--- src/rtl/mmio_pkg.sv ---
// mmio_pkg: shared constants for the MMIO UART controller
package mmio_pkg;
  localparam logic [3:0] IO_NIBBLE_DEF = 4'h8;
  localparam logic [2:0] OFF_STATUS = 3'd0;
  localparam logic [2:0] OFF_RXDATA = 3'd1;
  localparam logic [2:0] OFF_TXDATA = 3'd2;
  localparam logic [2:0] OFF_CYCLES = 3'd3;
  localparam logic [2:0] OFF_INSTRS = 3'd4;
  localparam logic [2:0] OFF_CTRCLR = 3'd5;
  localparam int ST_TX_NF = 0;
  localparam int ST_RX_NE = 1;
  localparam int ST_TX_OVF = 2;
  localparam int ST_RX_CNT = 8;
  localparam int ST_TX_CNT = 16;
  function automatic logic [7:0] sat8(input logic [31:0] v);
    return (v > 32'd255) ? 8'hFF : v[7:0];
  endfunction
endpackage

--- src/rtl/sync_fifo.sv ---
// sync_fifo: power-of-two circular FIFO with combinational head and fill count
module sync_fifo #(
  parameter int WIDTH = 8,
  parameter int DEPTH = 8,
  localparam int AW = $clog2(DEPTH),
  localparam int CW = $clog2(DEPTH + 1)
) (
  input  logic             clk,
  input  logic             rst,
  input  logic             push,
  input  logic             pop,
  input  logic [WIDTH-1:0] din,
  output logic [WIDTH-1:0] dout,
  output logic             full,
  output logic             empty,
  output logic [CW-1:0]    count
);
  logic [WIDTH-1:0] mem [DEPTH];
  logic [AW-1:0] wp_q, rp_q;
  logic [CW-1:0] cnt_q;
  logic push_ok, pop_ok;
  assign full = cnt_q == CW'(DEPTH);
  assign empty = cnt_q == '0;
  assign push_ok = push && !full;
  assign pop_ok = pop && !empty;
  assign dout = mem[rp_q];
  assign count = cnt_q;
  // storage write; contents need no reset since pointers define validity
  always_ff @(posedge clk)
    if (push_ok) mem[wp_q] <= din;
  // pointers wrap naturally because DEPTH is a power of two
  always_ff @(posedge clk or negedge rst)
    if (!rst) begin
      wp_q <= '0;
      rp_q <= '0;
      cnt_q <= '0;
    end else begin
      wp_q <= wp_q + AW'(push_ok);
      rp_q <= rp_q + AW'(pop_ok);
      cnt_q <= cnt_q + CW'(push_ok) - CW'(pop_ok);
    end
endmodule

--- src/rtl/mmio_uart_ctrl.sv ---
// mmio_uart_ctrl: CPU-facing MMIO block with UART FIFOs, status and counters
module mmio_uart_ctrl
  import mmio_pkg::*;
#(
  parameter int TX_DEPTH = 8,
  parameter int RX_DEPTH = 8,
  parameter logic [3:0] IO_NIBBLE = IO_NIBBLE_DEF
) (
  input  logic        clk,
  input  logic        rst,
  input  logic [31:0] cpu_addr,
  input  logic [31:0] cpu_wdata,
  input  logic        cpu_we,
  input  logic        cpu_re,
  output logic [31:0] cpu_rdata,
  output logic        io_sel,
  input  logic        instr_retire,
  output logic [7:0]  uart_tx_data,
  output logic        uart_tx_valid,
  input  logic        uart_tx_ready,
  input  logic [7:0]  uart_rx_data,
  input  logic        uart_rx_valid,
  output logic        uart_rx_ready
);
  localparam int TCW = $clog2(TX_DEPTH + 1);
  localparam int RCW = $clog2(RX_DEPTH + 1);
  logic [2:0] off;
  logic wr, rd, tx_wr, tx_push, tx_pop, rx_push, rx_pop, ctr_clr;
  logic tx_full, tx_empty, rx_full, rx_empty;
  logic [TCW-1:0] tx_cnt;
  logic [RCW-1:0] rx_cnt;
  logic [7:0] rx_dout;
  logic [31:0] status, rdata_d, cyc_q, cyc_d, ins_q, ins_d;
  logic ovf_q, ovf_d;
  logic unused_bits;
  assign unused_bits = ^{cpu_addr[27:5], cpu_addr[1:0], cpu_wdata[31:8]};
  assign io_sel = cpu_addr[31:28] == IO_NIBBLE;
  assign off = cpu_addr[4:2];
  assign wr = cpu_we && io_sel;
  assign rd = cpu_re && io_sel;
  assign tx_wr = wr && off == OFF_TXDATA;
  assign tx_push = tx_wr && !tx_full;
  assign rx_pop = rd && off == OFF_RXDATA && !rx_empty;
  assign ctr_clr = wr && off == OFF_CTRCLR;
  assign uart_tx_valid = !tx_empty;
  assign uart_rx_ready = !rx_full;
  assign tx_pop = uart_tx_valid && uart_tx_ready;
  assign rx_push = uart_rx_valid && uart_rx_ready;
  sync_fifo #(.WIDTH(8), .DEPTH(TX_DEPTH)) u_tx (
    .clk(clk), .rst(rst), .push(tx_push), .pop(tx_pop), .din(cpu_wdata[7:0]),
    .dout(uart_tx_data), .full(tx_full), .empty(tx_empty), .count(tx_cnt)
  );
  sync_fifo #(.WIDTH(8), .DEPTH(RX_DEPTH)) u_rx (
    .clk(clk), .rst(rst), .push(rx_push), .pop(rx_pop), .din(uart_rx_data),
    .dout(rx_dout), .full(rx_full), .empty(rx_empty), .count(rx_cnt)
  );
  // status word, sticky overflow, counter next-state and load data mux
  always_comb begin
    status = '0;
    status[ST_TX_NF] = !tx_full;
    status[ST_RX_NE] = !rx_empty;
    status[ST_TX_OVF] = ovf_q;
    status[ST_RX_CNT +: 8] = sat8(32'(rx_cnt));
    status[ST_TX_CNT +: 8] = sat8(32'(tx_cnt));
    ovf_d = (tx_wr && tx_full) ? 1'b1 :
            (wr && off == OFF_STATUS && cpu_wdata[ST_TX_OVF]) ? 1'b0 : ovf_q;
    cyc_d = ctr_clr ? '0 : cyc_q + 32'd1;
    ins_d = ctr_clr ? '0 : ins_q + 32'(instr_retire);
    rdata_d = !rd ? '0 :
              off == OFF_STATUS ? status :
              off == OFF_RXDATA ? {24'h0, rx_empty ? 8'h0 : rx_dout} :
              off == OFF_CYCLES ? cyc_q :
              off == OFF_INSTRS ? ins_q : '0;
  end
  // state registers; loads return the value sampled before this edge's updates
  always_ff @(posedge clk or negedge rst)
    if (!rst) begin
      ovf_q <= 1'b0;
      cyc_q <= '0;
      ins_q <= '0;
      cpu_rdata <= '0;
    end else begin
      ovf_q <= ovf_d;
      cyc_q <= cyc_d;
      ins_q <= ins_d;
      cpu_rdata <= rdata_d;
    end
endmodule

--- config.mk ---
export PLATFORM = sky130hd
export DESIGN_NAME = mmio_uart_ctrl
export DESIGN_NICKNAME = d
export VERILOG_FILES = /design/src/rtl/mmio_pkg.sv /design/src/rtl/sync_fifo.sv /design/src/rtl/mmio_uart_ctrl.sv
export SDC_FILE = /design/constraint.sdc
export NUM_CORES = 1
export LEC_CHECK = 0
export CORE_MARGIN = 2
export CORE_UTILIZATION = 51
export DETAILED_ROUTE_END_ITERATION = 7
export GPL_ROUTABILITY_DRIVEN = 0
export GPL_TIMING_DRIVEN = 0
export PLACE_DENSITY = 0.79
export SLEW_MARGIN = 20
export SYNTH_ARGS = -nofsm -noshare
export SYNTH_HDL_FRONTEND = slang
export SYNTH_SLANG_ARGS = --single-unit
--- constraint.sdc ---
create_clock -name clk -period 2.4 [get_ports clk]
set_input_delay 0.6 -clock clk [delete_from_list [all_inputs] [get_ports clk]]
set_output_delay 0.6 -clock clk [all_outputs]
set_load 0.05 [all_outputs]
==> impl_results.md, run 1 <==
* Result of the run: complete, but fails checks
* Number of instances in the synthesized netlist at 787
* Worst EP required at 1.80 ns
* Setup repair after global routing missed its margin: true
* Global-route wire length before repair at 38470 µm
* Remaining antenna violation count after routing at 0
* Setup slack of the critical path after layout at -0.3494 ns
* Combined area of all synthesized cells at 0.01077 mm²
* Rel. slew slack at 44.46%
* Worst vdd ir at 0.0007434 V
* Critical path start-end classification: reg2out
* Routed wirelength normalized by instance count at 19.79 µm
* Placed cells at 1135
* Final Cycle Share at 114.6%
* Fin util at 62.98%
* Critical path cell sequence: buf_8 -> buf_12 -> mux4_2 -> mux2_2 -> buf_6
* Width of the die at 149.3 µm
* Critical path endpoint category: output port
* All-layer global routing usage at 22.10%
* Delay of the slowest critical-path stage at 0.50 ns
* Data arrival at the endpoint of the critical path at 2.15 ns
* Leakage power figure at 4.892 nW
* Drt first-iter violations at 452
* Slew at the pin closest to its max-slew limit at 0.8276 ns
* Ratio of routed vias to standard cells at 5.920
* Clock tree from TritonCTS: yes
* Number of enable-type register cells in the synthesized netlist at 128
* Antenna fix cells at 0
* Number of top-level pins at 122
* Dominant cells by area after synthesis: sky130_fd_sc_hd__edfxtp_1, sky130_fd_sc_hd__dfrtp_1, sky130_fd_sc_hd__mux4_2
* Die Footprint at 0.02229 mm²
* Count of endpoints failing hold in the final timing report at 0
* Latest clock arrival within the worst-skew pair at 0.53 ns
* Failing checks: setup timing
* Max stage delay cell, worst path: sky130_fd_sc_hd__mux4_2
* Synthesized net count at 891
* Clock H-tree levels at 1
* Layout overhead on the synthesized area at 22.18%
* CTS buffer count at 26
* Final HPWL DP at 15810 µm
* Yosys cell types at 57
* Core box area at 0.02089 mm²
* Residual DRC count at 0
* Final min period at 2.749 ns
* Reg area at 0.006773 mm²
* Top library cells by usage in the layout, fill and taps aside: sky130_fd_sc_hd__edfxtp_1, sky130_fd_sc_hd__dfrtp_1, sky130_fd_sc_hd__clkdlybuf4s50_1
* GRT Residual Overflow at 0
* Y dimension of the die at 149.3 µm
* Initial antenna violation count at 1
* Routed wire length at 23590 µm
* Area of combinational cells with multiple inputs at 0.003928 mm²
* Setup crit start kind: flip-flop
* Clock transition at the register clock pins on the worst setup and hold paths after CTS at 0.06 ns
* Maximum Capacitance Violations at 0
* Worst clock skew at 0.02918 ns
* Hold Buf Count CTS at 0
* Count of final max-slew check failures at 0
* Synth async-reset ratio at 47.76%
* Starting utilization of the core area at 51.54%
* Sequential fraction of the synthesis area at 62.89%
* Final Instance Count excl. Fillers at 1192
* Detailed Routing Iterations Pass 1 at 5
* Via count of the first global-routing pass at 7230
* Num rows at 53
* Number of buffers on the longest clock path at 3
* Maximum number of pins on one net before global-route repair at 60
* Final nets at 1001
* Flip-flop and latch count after synthesis at 245
* Crit path max fanout at 6
* Share of layout cells above drive strength 1 at 20.17%
* Top cell type's share of synthesized area at 35.70%
* Avg Cell Area, Syn at 13.68 µm²
* Final setup violating endpoints at 9
* Vias after detailed routing at 7057
* Clk root buf: sky130_fd_sc_hd__clkbuf_16
* Fillcell total at 1555
* IO buf count at 72
* Count of clock tree sinks at 245
* Cell type with the highest aggregate area in the netlist: sky130_fd_sc_hd__edfxtp_1
* Pwr/cell area at 940.4 mW/mm²
* Warnings, synthesis at 0
* Worst min-delay path class: in2async
* Highest achievable clock rate at 363.7 MHz
* Primary FF master, synth: sky130_fd_sc_hd__edfxtp_1
* Most common library cell in the layout ignoring fill and taps: sky130_fd_sc_hd__edfxtp_1
[state kept, by name, summed over array words and instances (netlist names)]
register	flops
u_rx.rp_q	3
u_rx.count	4
ins_q	32
ovf_q	1
u_tx.mem	64
u_rx.mem	64
u_tx.rp_q	3
u_tx.wp_q	3
cyc_q	32
u_rx.wp_q	3
cpu_rdata	32
u_tx.count	4
[worst max-delay path: cells and delay by family, from the launching register on]
family	cells	cell delay, ns
DFF	1	0.38
buffers and inverters	3	0.44
muxes	2	0.80
[where the power goes]
part	leakage (nW)	switching (mW)	internal, mW
clock	0.439	1.60	2.46
sequential	2.67	0.458	4.93
combinational	1.78	1.56	1.36
total	4.89	3.62	8.75
[cell type report]
cell class                      count  area share [%]
Buffer                             38           1.978
Clock buffer                       34           5.535
Clock inverter                     14           1.189
Inverter                           21          0.5992
Multi-Input combinational cell    482           29.86
Sequential cell                   245           51.48
Tap cell                          275           2.616
Timing Repair Buffer               83           6.743
[Yosys cell counts (all sizes together) (10+ instances only)]
cell type  instances
a22oi             30
nor3              10
mux2              11
mux4              32
or4               26
a21oi             48
or3               14
nand4             20
o31ai             22
ha                23
nand3             27
dfrtp            117
nand2b            13
and4              12
o21ai             19
clkbuf            25
nand2             33
xor2              20
buf               12
nor2              57
inv               21
edfxtp           128
[through the flow]
stage | setup slack (ns) | total power [mW] | cell area [µm²] | TNS, ns | hold slack [ns]
after floorplan | -0.4495 | 7.214 | 10860 | -15.30 | 0.3044
after global placement | -3.886 | 7.916 | 11930 | -583.99 | 0.4842
after detailed placement | -0.9102 | 8.029 | 11960 | -135.61 | 0.4857
after CTS | -0.3669 | 12.40 | 13040 | -2.850 | 0.05816
after global routing | -0.3999 | 12.96 | 13160 | -3.088 | 0.09436
final | -0.3494 | 12.37 | 13160 | -2.615 | 0.05216
[metal layers]
metal / global-route usage, % / vias to the layer above / wire (µm) / part of all wire, %
met4: 6.810 / 2 / 599 / 2.5
li1: - / 3231 / - / -
met3: 4.128 / 44 / 1363 / 5.8
met1: 29.76 / 3556 / 9817 / 42
met5: 0 / - / 13 / 0.055
met2: 36.87 / 224 / 11790 / 50
[final timing paths]
path	startpoint	to	slack, ns	depth (start not counted)
max	u_tx.rp_q[0]	uart_tx_data[4]	-0.35	5
min	rst	ins_q[27]	0.05	1
max reg2reg	u_rx.count[2]	u_rx.count[2]	0.14	10
min reg2reg	u_rx.count[2]	cpu_rdata[10]	0.50	1
max in group asynchronous	rst	cyc_q[3]	1.64	2
min in group clk	u_rx.count[2]	cpu_rdata[10]	0.50	1
[cell families after synthesis]
kind of cell    synth area share (%)
flops                          62.89
simple gates                   12.60
compound gates                 8.053
buf+inv                        2.638
mux                            8.495
xor+xnor                       2.278
fa+ha+maj                      3.045
[repair_timing]
item | in CTS | in global routing
pin swaps | 3 | 3
setup endpoints to repair | 166 | 140
buffers inserted | 7 | 2
endpoints found under the hold margin | 0 | 0
gates cloned | 1 | 0
resized for setup | 98 | 41
Power figures use the tool's default switching activity.
==> run 2, diff against run 1 <==
CAP_MARGIN = 20   (was not set)
CORE_UTILIZATION = 56   (was 51)
PLACE_DENSITY = 0.83   (was 0.79)
clock period = 2.6 ns   (was 2.4 ns; I/O delays follow)
==> run 2 against run 1 <==
The flow still finishes with violations (setup timing). Clock-buffer cell count is 2 higher. Combinational power is 7% lower. Final area is 2.0% lower. Die area is 8.7% lower. Sequential share of layout area is 1.1 points higher. Register-to-register slack better by 0.04 ns. Hold slack better by 0.048 ns. Via count is 0.61% higher. Largest cell class unchanged. Sequential power is 7.6% lower. Clock skew is 0.019 ns lower. First-iteration DRC count is 39% higher. Core utilization is 5.7 points higher.
==> impl_results.md, run 2 (synthesis gave the netlist of run 1 again) <==
* Leakage power figure at 4.763 nW (-2.6%)
* Die Footprint at 0.02035 mm² (-8.7%)
* Slew at the pin closest to its max-slew limit at 0.7593 ns (-0.06825 ns)
* Layout overhead on the synthesized area at 19.70%
* Maximum number of pins on one net before global-route repair at 60 (unchanged)
* Failing checks: setup timing
* CTS buffer count at 25 (-3.8%)
* Core box area at 0.01877 mm² (-10%)
* Y dimension of the die at 142.7 µm (-4.4%)
* Worst clock skew at 0.009735 ns (-0.01944 ns)
* Initial antenna violation count at 0 (-1)
* Final setup violating endpoints at 8 (-1)
* Worst EP required at 1.95 ns (+0.15 ns)
* Residual DRC count at 0 (unchanged)
* Antenna fix cells at 0 (unchanged)
* All-layer global routing usage at 24.25% (+2.1 points)
* Beginning of the worst register-to-register path: u_rx.count[2]
* Setup slack of the critical path after layout at -0.2013 ns (+0.1482 ns)
* Clock H-tree levels at 1 (unchanged)
* Crit path max fanout at 5 (-1)
* Pwr/cell area at 859.8 mW/mm² (-8.6%)
* Post-Place Cell Area at 0.01190 mm² (-0.46%)
* Final Cycle Share at 107.7%
* Width of the die at 142.7 µm (-4.4%)
* Rel. slew slack at 49.04% (+4.6 points)
* Setup slack, reg-to-reg at 0.18 ns (+0.04 ns)
* Vias after detailed routing at 7100 (+0.61%)
* Setup repair after global routing missed its margin: true
* Most common library cell in the layout ignoring fill and taps: sky130_fd_sc_hd__edfxtp_1
* Count of endpoints failing hold in the final timing report at 0 (unchanged)
* Ratio of routed vias to standard cells at 6.201 (+4.7%)
* Final HPWL DP at 15960 µm (+0.90%)
* Maximum Capacitance Violations at 0 (unchanged)
* Remaining antenna violation count after routing at 0 (unchanged)
* Clock tree from TritonCTS: yes
* Worst min-delay path class: in2async
* Data arrival at the endpoint of the critical path at 2.15 ns (about the same)
* Count of clock tree sinks at 245 (unchanged)
* Result of the run: complete, but fails checks
* Top library cells by usage in the layout, fill and taps aside: sky130_fd_sc_hd__edfxtp_1, sky130_fd_sc_hd__dfrtp_1, sky130_fd_sc_hd__clkdlybuf4s50_1
* Latest clock arrival within the worst-skew pair at 0.52 ns (about the same)
* Routed wire length at 23750 µm (+0.67%)
* Clk root buf: sky130_fd_sc_hd__clkbuf_16
* Count of final max-slew check failures at 0 (unchanged)
* Num rows at 50 (-5.7%)
* Starting utilization of the core area at 57.37% (+5.8 points)
* Critical path start-end classification: reg2out
* Setup crit start kind: flip-flop
* Final Instance Count excl. Fillers at 1145 (-3.9%)
* Design Area, Final at 0.01289 mm² (-2.0%)
* Detailed Routing Iterations Pass 1 at 5 (unchanged)
* Via count of the first global-routing pass at 7120 (-1.5%)
* Placed cells at 1094 (-3.6%)
* Global-route wire length before repair at 38010 µm (-1.2%)
* Number of top-level pins at 122 (unchanged)
* Final min period at 2.801 ns
* Share of layout cells above drive strength 1 at 17.12% (-3.1 points)
* Worst hold margin at 0.1004 ns (+0.04825 ns)
* Final nets at 998 (-0.30%)
* Drt first-iter violations at 628 (+39%)
* Largest registers ranked by flip-flop count: u_rx.mem x64, u_tx.mem x64
* Startpoint of the most critical setup path: u_tx.rp_q[0]
* GRT Residual Overflow at 0 (unchanged)
* Worst vdd ir at 0.0006363 V (-14%)
* Number of buffers on the longest clock path at 3 (unchanged)
* IO buf count at 72 (unchanged)
* Critical path endpoint category: output port
* Highest achievable clock rate at 357.0 MHz
* Clock transition at the register clock pins on the worst setup and hold paths after CTS at 0.06 ns (about the same)
* Routed wirelength normalized by instance count at 20.74 µm (+4.8%)
run 2: changes by cell type in the layout (fill, tap and decap cells not counted), sizes merged:
| cell | before | now |
|---|---|---|
| clkdlybuf4s15 | 0 | 1 |
| dlymetal6s4s | 0 | 1 |
| clkbuf | 59 | 58 |
| clkinv | 9 | 5 |
| bufinv | 3 | 2 |
| clkdlybuf4s50 | 55 | 59 |
| clkinvlp | 1 | 0 |
| dlymetal6s2s | 4 | 1 |
| buf | 34 | 32 |
run 2: critical path, cell delays in order, from the launching register on:
cell and delay (ns):
sky130_fd_sc_hd__dfrtp_1 0.39, sky130_fd_sc_hd__buf_8 0.15, sky130_fd_sc_hd__buf_16 0.13, sky130_fd_sc_hd__mux4_2 0.50, sky130_fd_sc_hd__mux2_4 0.30, sky130_fd_sc_hd__buf_8 0.16
run 2: what timing repair did:
action | CTS | global route
pin swaps | 0 | 2
gates cloned | 1 | 0
endpoints found under the hold margin | 0 | 0
buffers inserted | 5 | 3
endpoints found under the setup margin | 79 | 116
hold buffers | 0 | 0
resized for setup | 80 | 24
run 2: path summary, 6_finish.rpt:
check | end | depth (start not counted)
setup / recovery | uart_tx_data[2] | 5
hold reg to reg | ovf_q | 2
setup reg to reg | u_rx.mem[4][2] | 5
max in group asynchronous | cyc_q[6] | 2
hold / removal | cpu_rdata[16] | 1
min in group clk | ovf_q | 2
run 2: cell type report:
| cell class | instances | area [µm²] |
|---|---|---|
| Inverter | 21 | 78.83 |
| Sequential cell | 245 | 6773 |
| Fill cell | 1291 | 5881 |
| Buffer | 37 | 232.7 |
| Multi-Input combinational cell | 482 | 3877 |
| Timing Repair Buffer | 82 | 875.8 |
| Clock inverter | 8 | 90.09 |
| Tap cell | 234 | 292.8 |
| Clock buffer | 36 | 666.9 |
run 2: power breakdown:
group	internal, mW	leakage (nW)	total [mW]	switching, mW
clock	1.97	0.366	3.39	1.42
combinational	1.25	1.73	2.72	1.46
sequential	4.55	2.67	4.97	0.426
run 2: metal layers:
layer	up-vias	GRT usage (%)	share of wire, %
met5	-	0	0
met3	38	3.555	5.9
met4	0	7.764	2.3
li1	3228	-	-
met2	259	41.14	51
met1	3575	32.68	41
run 2: stage by stage:
step	setup slack (ns)	util [%]	TNS, ns	total power [mW]
after CTS	-0.2083	68.16	-1.595	11.07
final	-0.2013	68.67	-1.396	11.08
after global routing	-0.2560	68.67	-1.948	11.58
after detailed placement	-0.7725	63.41	-107.04	7.442
after floorplan	-0.3000	-	-5.049	6.654
after global placement	-3.700	63.21	-536.92	7.311
